<file path="src/rtl/drg_pkg.sv">
// Shared encodings for the multi-channel ramp generator: ramp modes and
// configuration register addresses.
package drg_pkg;

  typedef enum logic [1:0] {
    DRG_MODE_SAW    = 2'd0,
    DRG_MODE_TRI    = 2'd1,
    DRG_MODE_SINGLE = 2'd2,
    DRG_MODE_RSVD   = 2'd3
  } drg_mode_e;

  localparam logic [2:0] DRG_ADDR_START = 3'd0;
  localparam logic [2:0] DRG_ADDR_END   = 3'd1;
  localparam logic [2:0] DRG_ADDR_STEP  = 3'd2;
  localparam logic [2:0] DRG_ADDR_DWELL = 3'd3;
  localparam logic [2:0] DRG_ADDR_MODE  = 3'd4;

endpackage

</file>
<file path="src/rtl/drg_channel.sv">
// One ramp channel: shadow/active parameter sets, dwell counter, step datapath
// and wrap/done flags. Triangle support is built only with DRG_TRIANGLE_EN.
module drg_channel
  import drg_pkg::*;
#(
  parameter int WIDTH     = 32,
  parameter int CNT_WIDTH = 32
) (
  input  logic             clk,
  input  logic             rst,
  input  logic             i_wen,
  input  logic [2:0]       i_addr,
  input  logic [WIDTH-1:0] i_wdata,
  input  logic             i_commit,
  input  logic             i_run_en,
  input  logic             i_restart,
  output logic [WIDTH-1:0] o_ramp,
  output logic             o_wrap,
  output logic             o_done
);

  logic [WIDTH-1:0]     r_sh_start, r_sh_end, r_sh_step;
  logic [CNT_WIDTH-1:0] r_sh_dwell;
  drg_mode_e            r_sh_mode;
  logic [WIDTH-1:0]     r_start, r_end, r_step;
  logic [CNT_WIDTH-1:0] r_dwell;
  drg_mode_e            r_mode;
  logic [CNT_WIDTH-1:0] r_cnt;
  logic [WIDTH-1:0]     r_out;
  logic                 r_wrap, r_done;

  logic [CNT_WIDTH-1:0] w_dwell_wdata;
  logic [WIDTH:0]       w_up_sum;
  logic                 w_up_ok, w_degenerate, w_frozen;
  logic [WIDTH-1:0]     w_nxt_out;
  logic [CNT_WIDTH-1:0] w_nxt_cnt;
  logic                 w_nxt_wrap, w_nxt_done;

  generate
    if (CNT_WIDTH > WIDTH) begin : g_dw_ext
      assign w_dwell_wdata = {{(CNT_WIDTH-WIDTH){1'b0}}, i_wdata};
    end else begin : g_dw_trunc
      assign w_dwell_wdata = i_wdata[CNT_WIDTH-1:0];
    end
  endgenerate

  always_ff @(posedge clk or posedge rst) begin
    if (rst) begin
      r_sh_start <= '0;
      r_sh_end   <= '0;
      r_sh_step  <= '0;
      r_sh_dwell <= '0;
      r_sh_mode  <= DRG_MODE_SAW;
    end else if (i_wen) begin
      case (i_addr)
        DRG_ADDR_START: r_sh_start <= i_wdata;
        DRG_ADDR_END:   r_sh_end   <= i_wdata;
        DRG_ADDR_STEP:  r_sh_step  <= i_wdata;
        DRG_ADDR_DWELL: r_sh_dwell <= w_dwell_wdata;
        DRG_ADDR_MODE:  r_sh_mode  <= drg_mode_e'(i_wdata[1:0]);
        default: ;
      endcase
    end
  end

  always_ff @(posedge clk or posedge rst) begin
    if (rst) begin
      r_start <= '0;
      r_end   <= '0;
      r_step  <= '0;
      r_dwell <= '0;
      r_mode  <= DRG_MODE_SAW;
    end else if (i_commit) begin
      r_start <= r_sh_start;
      r_end   <= r_sh_end;
      r_step  <= r_sh_step;
      r_dwell <= r_sh_dwell;
      r_mode  <= r_sh_mode;
    end
  end

  // Extra top bit catches carry out of the up-step.
  assign w_up_sum     = {1'b0, r_out} + {1'b0, r_step};
  assign w_up_ok      = !w_up_sum[WIDTH] && (w_up_sum[WIDTH-1:0] <= r_end);
  assign w_degenerate = (r_start >= r_end);
  assign w_frozen     = (r_mode == DRG_MODE_SINGLE) && r_done;

`ifdef DRG_TRIANGLE_EN
  logic           r_down;
  logic           w_nxt_down;
  logic [WIDTH:0] w_dn_diff;
  logic           w_dn_ok;

  assign w_dn_diff = {1'b0, r_out} - {1'b0, r_step};
  assign w_dn_ok   = !w_dn_diff[WIDTH] && (w_dn_diff[WIDTH-1:0] >= r_start);

  always_ff @(posedge clk or posedge rst) begin
    if (rst) r_down <= 1'b0;
    else     r_down <= w_nxt_down;
  end
`endif

  always_comb begin
    w_nxt_out  = r_out;
    w_nxt_cnt  = r_cnt;
    w_nxt_wrap = 1'b0;
    w_nxt_done = r_done;
`ifdef DRG_TRIANGLE_EN
    w_nxt_down = r_down;
`endif
    if (i_commit || i_restart) begin
      // Commit loads the new START straight from the shadow set.
      w_nxt_out  = i_commit ? r_sh_start : r_start;
      w_nxt_cnt  = '0;
      w_nxt_done = 1'b0;
`ifdef DRG_TRIANGLE_EN
      w_nxt_down = 1'b0;
`endif
    end else if (i_run_en && !w_frozen) begin
      if (r_cnt != r_dwell) begin
        w_nxt_cnt = r_cnt + 1'b1;
      end else begin
        w_nxt_cnt = '0;
        if (w_degenerate) begin
          if (r_mode == DRG_MODE_SINGLE) w_nxt_done = 1'b1;
`ifdef DRG_TRIANGLE_EN
        end else if (r_down) begin
          if (w_dn_ok) begin
            w_nxt_out = w_dn_diff[WIDTH-1:0];
          end else begin
            w_nxt_out  = r_start;
            w_nxt_down = 1'b0;
            w_nxt_wrap = 1'b1;
          end
`endif
        end else if (w_up_ok) begin
          w_nxt_out = w_up_sum[WIDTH-1:0];
        end else begin
          case (r_mode)
            DRG_MODE_SINGLE: begin
              w_nxt_out  = r_end;
              w_nxt_done = 1'b1;
            end
`ifdef DRG_TRIANGLE_EN
            DRG_MODE_TRI: begin
              w_nxt_out  = r_end;
              w_nxt_down = 1'b1;
            end
`endif
            default: begin
              w_nxt_out  = r_start;
              w_nxt_wrap = 1'b1;
            end
          endcase
        end
      end
    end
  end

  always_ff @(posedge clk or posedge rst) begin
    if (rst) begin
      r_out  <= '0;
      r_cnt  <= '0;
      r_wrap <= 1'b0;
      r_done <= 1'b0;
    end else begin
      r_out  <= w_nxt_out;
      r_cnt  <= w_nxt_cnt;
      r_wrap <= w_nxt_wrap;
      r_done <= w_nxt_done;
    end
  end

  assign o_ramp = r_out;
  assign o_wrap = r_wrap;
  assign o_done = r_done;

endmodule

</file>
<file path="src/rtl/drg_multi.sv">
// Multi-channel digital ramp generator top: decodes the config channel select
// and packs per-channel outputs. Optional triangle mode: DRG_TRIANGLE_EN.
module drg_multi
  import drg_pkg::*;
#(
  parameter int  CH_NUM    = 3,
  parameter int  WIDTH     = 32,
  parameter int  CNT_WIDTH = 32,
  localparam int CH_W      = (CH_NUM > 1) ? $clog2(CH_NUM) : 1
) (
  input  logic                    clk,
  input  logic                    rst,
  input  logic                    cfg_wen,
  input  logic [CH_W-1:0]         cfg_ch,
  input  logic [2:0]              cfg_addr,
  input  logic [WIDTH-1:0]        cfg_wdata,
  input  logic                    cfg_commit,
  input  logic [CH_NUM-1:0]       run_en,
  input  logic [CH_NUM-1:0]       restart,
  output logic [CH_NUM*WIDTH-1:0] ramp_out,
  output logic [CH_NUM-1:0]       ramp_wrap,
  output logic [CH_NUM-1:0]       ramp_done
);

  logic [CH_NUM-1:0] w_wen;

  // Out-of-range channel selects match no lane and are dropped.
  generate
    for (genvar g = 0; g < CH_NUM; g++) begin : g_ch
      assign w_wen[g] = cfg_wen && (cfg_ch == CH_W'(g));

      drg_channel #(
        .WIDTH     (WIDTH),
        .CNT_WIDTH (CNT_WIDTH)
      ) u_channel (
        .clk       (clk),
        .rst       (rst),
        .i_wen     (w_wen[g]),
        .i_addr    (cfg_addr),
        .i_wdata   (cfg_wdata),
        .i_commit  (cfg_commit),
        .i_run_en  (run_en[g]),
        .i_restart (restart[g]),
        .o_ramp    (ramp_out[g*WIDTH +: WIDTH]),
        .o_wrap    (ramp_wrap[g]),
        .o_done    (ramp_done[g])
      );
    end
  endgenerate

endmodule

</file>
<file path="config.mk">
export PLATFORM = sky130hd
export DESIGN_NAME = drg_multi
export DESIGN_NICKNAME = d
export VERILOG_FILES = /design/src/rtl/drg_pkg.sv /design/src/rtl/drg_channel.sv /design/src/rtl/drg_multi.sv
export SDC_FILE = /design/constraint.sdc
export NUM_CORES = 2
export LEC_CHECK = 0
export CORE_UTILIZATION = 50
export DETAILED_ROUTE_END_ITERATION = 7
export HOLD_SLACK_MARGIN = 0.02
export PLACE_DENSITY = 0.68
export SYNTH_ARGS = -nofsm -noshare
export SYNTH_HDL_FRONTEND = slang
export SYNTH_SLANG_ARGS = --single-unit
</file>
<file path="constraint.sdc">
create_clock -name clk -period 85.8 [get_ports clk]
set_input_delay 8.58 -clock clk [delete_from_list [all_inputs] [get_ports clk]]
set_output_delay 8.58 -clock clk [all_outputs]
set_load 0.01 [all_outputs]
</file>
# Yosys cells after proc, flatten, opt, wreduce, memory -nomap -nowiden
# Cells that the tools add are included.
[totals]
register_bits = 978
inputBits = 47
out_inout_bits = 102
wordCells = 188
[op_classes]
add_sub_neg = 6
order_cmp = 6
eq_ne = 21
muxes = 66
n_reduce_logical = 47
[op_table]
columns = ["cell", "count"]
rows = [
  ["32-bit two-way mux", 30],
  ["32-bit by 32-bit adder with 33-bit output", 3],
  ["32-bit by 1-bit adder with 32-bit output, second input constant", 3],
  ["32-bit greater-or-equal comparator", 3],
  ["32-bit <= comparator", 3],
  ["32-bit != test", 3],
  ["1-bit two-way mux", 36],
  ["2-bit AND reduction", 15],
  ["3-bit AND reduction", 6],
  ["1-bit logical AND", 12],
  ["3-bit != test, second input constant", 3],
  ["2-bit equality test, second input constant", 4],
  ["3-bit by 2-bit equality test with 1-bit output, second input constant", 2],
  ["1-bit zero test", 6],
  ["2-bit by 1-bit != test with 1-bit output, second input constant", 3],
  ["2-bit != test, second input constant", 3],
  ["2-bit nonzero test", 3],
  ["3-bit by 1-bit equality test with 1-bit output, second input constant", 1],
  ["3-bit equality test, second input constant", 1],
  ["3-bit zero test", 1],
  ["1-bit logical OR", 3],
  ["2-bit by 1-bit equality test with 1-bit output, second input constant", 1],
  ["2-bit zero test", 1],
]

# Depth between registers and ports, before layout
[logic_depth]
word_depth = 8
ltp_mapped = 23
ltp_nobuf = 21

# Cells and area by module
# A second synthesis with hierarchy kept.
[hier_totals]
cells_unflattened = 4606
hier_area_um2 = 51001.4
[modules_own_cells]
columns = ["mod", "instances", "cells_per_inst", "area_each_um2", "seq_area_each_um2"]
rows = [
  ["drg_channel (g_ch[1].u_channel)", 1, 1543, 17038.8, 8157.8],
  ["drg_channel (g_ch[2].u_channel)", 1, 1540, 16997.6, 8157.8],
  ["drg_channel (g_ch[0].u_channel)", 1, 1520, 16935.0, 8157.8],
  ["drg_multi", 1, 3, 30.0, 0.0],
]

# Worst setup path before layout
# No wires, ideal clock.
[synth_path]
path_type = "in2reg"
startpoint = "input port cfg_commit"
endpoint = "register g_ch[1].u_channel.r_out[2]"
setup_time_ns = 0.087
arrival_ns = 10.449
required_time_ns = 85.713
slack_ns = 75.264
cell_stages = 10
path_buffers = 4
cell_sequence = "clkbuf_1 > or2_2 > clkbuf_1 > a21oi_2 > a21oi_4 > nand3_1 > clkbuf_1 > clkbuf_1 > nand2_1 > o211ai_1"
[synth_via]
elab_chain_cells = 3
word_cells_on_any_way = 7
classes_between = "eq/ne (2); mux (2); reduce/logical (3)"
[synth_rtl]
columns = ["element", "line_no", "source"]
rows = [
  ["start, declared", "drg_multi.sv:17", "input logic cfg_commit,"],
  ["1-bit logical OR", "drg_channel.sv:111", "if (i_commit || i_restart) begin"],
  ["2-bit != test (no line), or another cell as far along", "--", ""],
  ["3-bit AND reduction (no line)", "--", ""],
  ["end signal, assigned", "drg_channel.sv:167", "r_out <= w_nxt_out;"],
  ["end, declared", "drg_channel.sv:29", "logic [WIDTH-1:0] r_out;"],
]
# Several ways; a longest one is shown, not always the timed one.
# A chain may end at the register's enable or synchronous reset.

==> summary.txt <==
Drt
  – Residual DRC: 0
  – Total Wirelength: 135 mm
  – DRT iter0 DRCs: 3064
  – First drt pass iteration count: 6
  – DR vias: 35500
  – Vias per cell: 5.94
  – Routed WL per cell: 22.7 um
  – ANT nets after route: 0

Critical path
  – Worst Path Class, Setup: input port to async pin
  – Max Fanout on Critical Path: 110
  – Crit path DAT: 12.33 ns
  – Worst setup EP type: async pin
  – Cell family with most CP delay: buffers and inverters
  – CP peak stage delay: 0.92 ns
  – Most used cell, CP: buf_4
  – Worst Path Required: 86.45 ns
  – Worst path cell trace: clkdlybuf4s50_1 -> inv_8 -> buf_4 -> buf_4 -> buf_4
  – Buffers & Inverters on Critical Path: 5
  – Slowest cell on crit path: buf_4
  – CP startpoint kind: input port

Timing
  – Max Transition Viols Final: 0
  – Worst Tran Pin Value: 1.14 ns
  – Min Tclk post-route: 11.68 ns
  – Post-route setup TNS: 0 ns
  – Max_slew headroom: 23.5%
  – Worst setup margin: 74.12 ns
  – Fin Hold WS: 0.470 ns
  – Fin. Hold Viols: 0
  – Max Freq: 85.6 MHz
  – Final period util: 13.6%
  – Final setup fails: 0
  – RSZ-0062 raised after global routing: false
  – Skew final: 0.0297 ns

Synth
  – Number of flops mapped to enable cells by yosys: 0
  – Mapped Nets: 4863
  – Ys async rst share: 100%
  – Synth Cell Area: 0.0503 mm2
  – Synthesized area per cell: 11.1 um2
  – Area leader, netlist: dfrtp_1
  – Main synth FF type: dfrtp_1
  – Yosys reg bits: 978
  – Post-synthesis sequential area ratio: 48.7%
  – Synth cell types: 81
  – Cells after Synth: 4522
  – Yosys warnings: 0
  – Yosys top cell area share: 48.7%
  – Synth top area cells: dfrtp_1 49%, mux2_2 16%, ha_1 7.2%

Clock tree
  – Clock root buffer: clkbuf_16
  – CTS tree: built
  – Post-CTS Hold Fix Bufs: 0
  – Clk buf depth: 3
  – CTS resizes: 0
  – TritonCTS Buffers: 103
  – Clock sink count: 978
  – Latest clock arrival within the worst-skew pair: 0.70 ns
  – Clk pin slew, worst setup/hold paths: 0.06 ns
  – Setup bufs post-CTS: 0
  – # H-tree levels: 3

Cells and area
  – Commonest non-fill, non-tap cell in the layout: dfrtp_1
  – Final Cell Area: 0.0565 mm2
  – Area Overhead vs Synth: 12.4%
  – Fin cells: 5969
  – Fin nets: 4939
  – Fraction of layout cells with a size suffix above 1: 20.7%
  – # diodes: 0
  – Final Core Density: 57.1%
  – Most frequent cells in the layout: 978 x dfrtp_1, 693 x mux2_2, 343 x nand2_1

GRT
  – First-pass GRT wire length: 211 mm
  – Vias in the first global route: 35000
  – Total GRT Usage: 26.8%
  – Grt ovf: 0
  – Initial antenna violation count: 24
  – Largest net degree at the start of global routing: 167

Power and ir drop
  – Leakage: 26.0 nW
  – Maximum vdd drop: 0.0245 mV
  – Pwr dens: 31.1 mW/mm2
  – Total power: 1.76 mW

Placed design
  – Placed inst area: 0.0529 mm2
  – Dpl hpwl: 89.0 mm
  – # placed instances: 5780
  – Port Buf Inserts: 148
  – Gp weighted congestion: 0.913
  – Placement Setup Slack: 73.26 ns

Worst hold path
  – Hold/Removal Path Class: register to register

Die
  – Starting density of the core: 50.8%
  – Chip height: 319 um
  – Core Area: 0.0990 mm2
  – Die Wd: 319 um
  – I/O Pins: 149
  – Die area: 0.102 mm2
  – Placement row count: 115

Status
  – Status: finished clean

Flow run
  – Max Cap Violations: 0
-- cell families (layout without fill, tap and decap cells) --
kind of cell,count (synthesis),in the layout,share of synthesized area [%]
AO/OA/AOI/OAI,936,936,11.3
XOR/XNOR,237,237,4.13
adder cells (fa/ha/maj),294,294,7.36
buffers and inverters,388,548,3.00
flip-flops,978,978,48.7
multiplexers,757,757,16.8
AND/OR/NAND/NOR,932,932,8.71
-- area by class of cell --
class / count / area (um2)
tap: 1287 / 1610
multi-input combinational: 3156 / 24400
sequential: 978 / 24500
clock buffer: 145 / 3000
timing repair buffer: 204 / 1890
clock inverter: 44 / 599
fill: 8238 / 42500
inverter: 155 / 589
-- state kept, by name, indices dropped and copies added (netlist names) --
| register | cells |
|---|---|
| g_ch.u_channel.o_ramp | 96 |
| g_ch.u_channel.o_wrap | 3 |
| g_ch.u_channel.r_dwell | 96 |
| g_ch.u_channel.r_sh_dwell | 96 |
| g_ch.u_channel.r_sh_start | 96 |
| g_ch.u_channel.r_end | 96 |
| g_ch.u_channel.o_done | 3 |
| g_ch.u_channel.r_mode | 6 |
| g_ch.u_channel.r_sh_mode | 6 |
| g_ch.u_channel.r_sh_end | 96 |
| g_ch.u_channel.r_cnt | 96 |
| g_ch.u_channel.r_step | 96 |
| g_ch.u_channel.r_sh_step | 96 |
| g_ch.u_channel.r_start | 96 |
-- final timing paths --
check	from	end	slack, ns	depth (start not counted)
max	rst	g_ch[1].u_channel.r_sh_end[18]	74.12	5
min	g_ch[1].u_channel.r_sh_end[5]	g_ch[1].u_channel.r_end[5]	0.47	2
max reg2reg	g_ch[1].u_channel.o_ramp[1]	g_ch[1].u_channel.o_ramp[23]	78.28	19
min reg2reg	g_ch[1].u_channel.r_sh_end[5]	g_ch[1].u_channel.r_end[5]	0.47	2
max in group clk	restart[1]	g_ch[1].u_channel.o_ramp[29]	74.19	8
min in group asynchronous	rst	g_ch[0].u_channel.o_ramp[13]	8.41	2
-- worst reg2reg max path, delay by kind of cell (launching register included) --
family / cells / cell delay, ns
flip-flops: 1 / 0.46
XOR/XNOR: 1 / 0.09
multiplexers: 1 / 0.23
adder cells (fa/ha/maj): 2 / 0.65
AND/OR/NAND/NOR: 5 / 2.01
buffers and inverters: 1 / 0.40
AO/OA/AOI/OAI: 9 / 3.52
-- metal layers --
| layer | track usage (%) | share of wire, % | vias to the layer above |
|---|---|---|---|
| met1 | 38.1 | 45 | 17900 |
| li1 | - | - | 16400 |
| met2 | 42.2 | 46 | 969 |
| met4 | 9.17 | 3.3 | 2 |
| met3 | 3.50 | 6.1 | 213 |
| met5 | 0 | 0.011 | - |
-- synthesized netlist by cell type, types with 7 or more instances --
master,count
a21oi_1,261
buf_2,10
nand3_1,76
o22ai_1,56
buf_4,7
buf_1,34
o21a_1,16
clkbuf_1,180
nand2_1,343
nor2_1,212
dfrtp_1,978
nand4_1,76
o31ai_1,16
and4_1,10
o21ai_0,293
nor3_1,36
and2_1,17
nor4_1,30
or3_1,12
mux2_2,693
o21ai_1,9
a31oi_1,26
mux2i_1,64
xnor2_1,105
a211oi_1,14
a21o_1,69
ha_1,291
nor2b_1,29
xor2_1,132
or2_2,10
nor3b_1,11
a22oi_1,9
nand2b_1,21
o211ai_1,67
inv_1,155
and3_1,29
o21bai_1,21
-- power by group --
group	internal, mW	switching (mW)	leakage, nW
combinational	0.290	0.376	11.7
sequential	0.552	0.0682	12.6
clock	0.282	0.192	1.76
(Power assumes the default switching activity.)
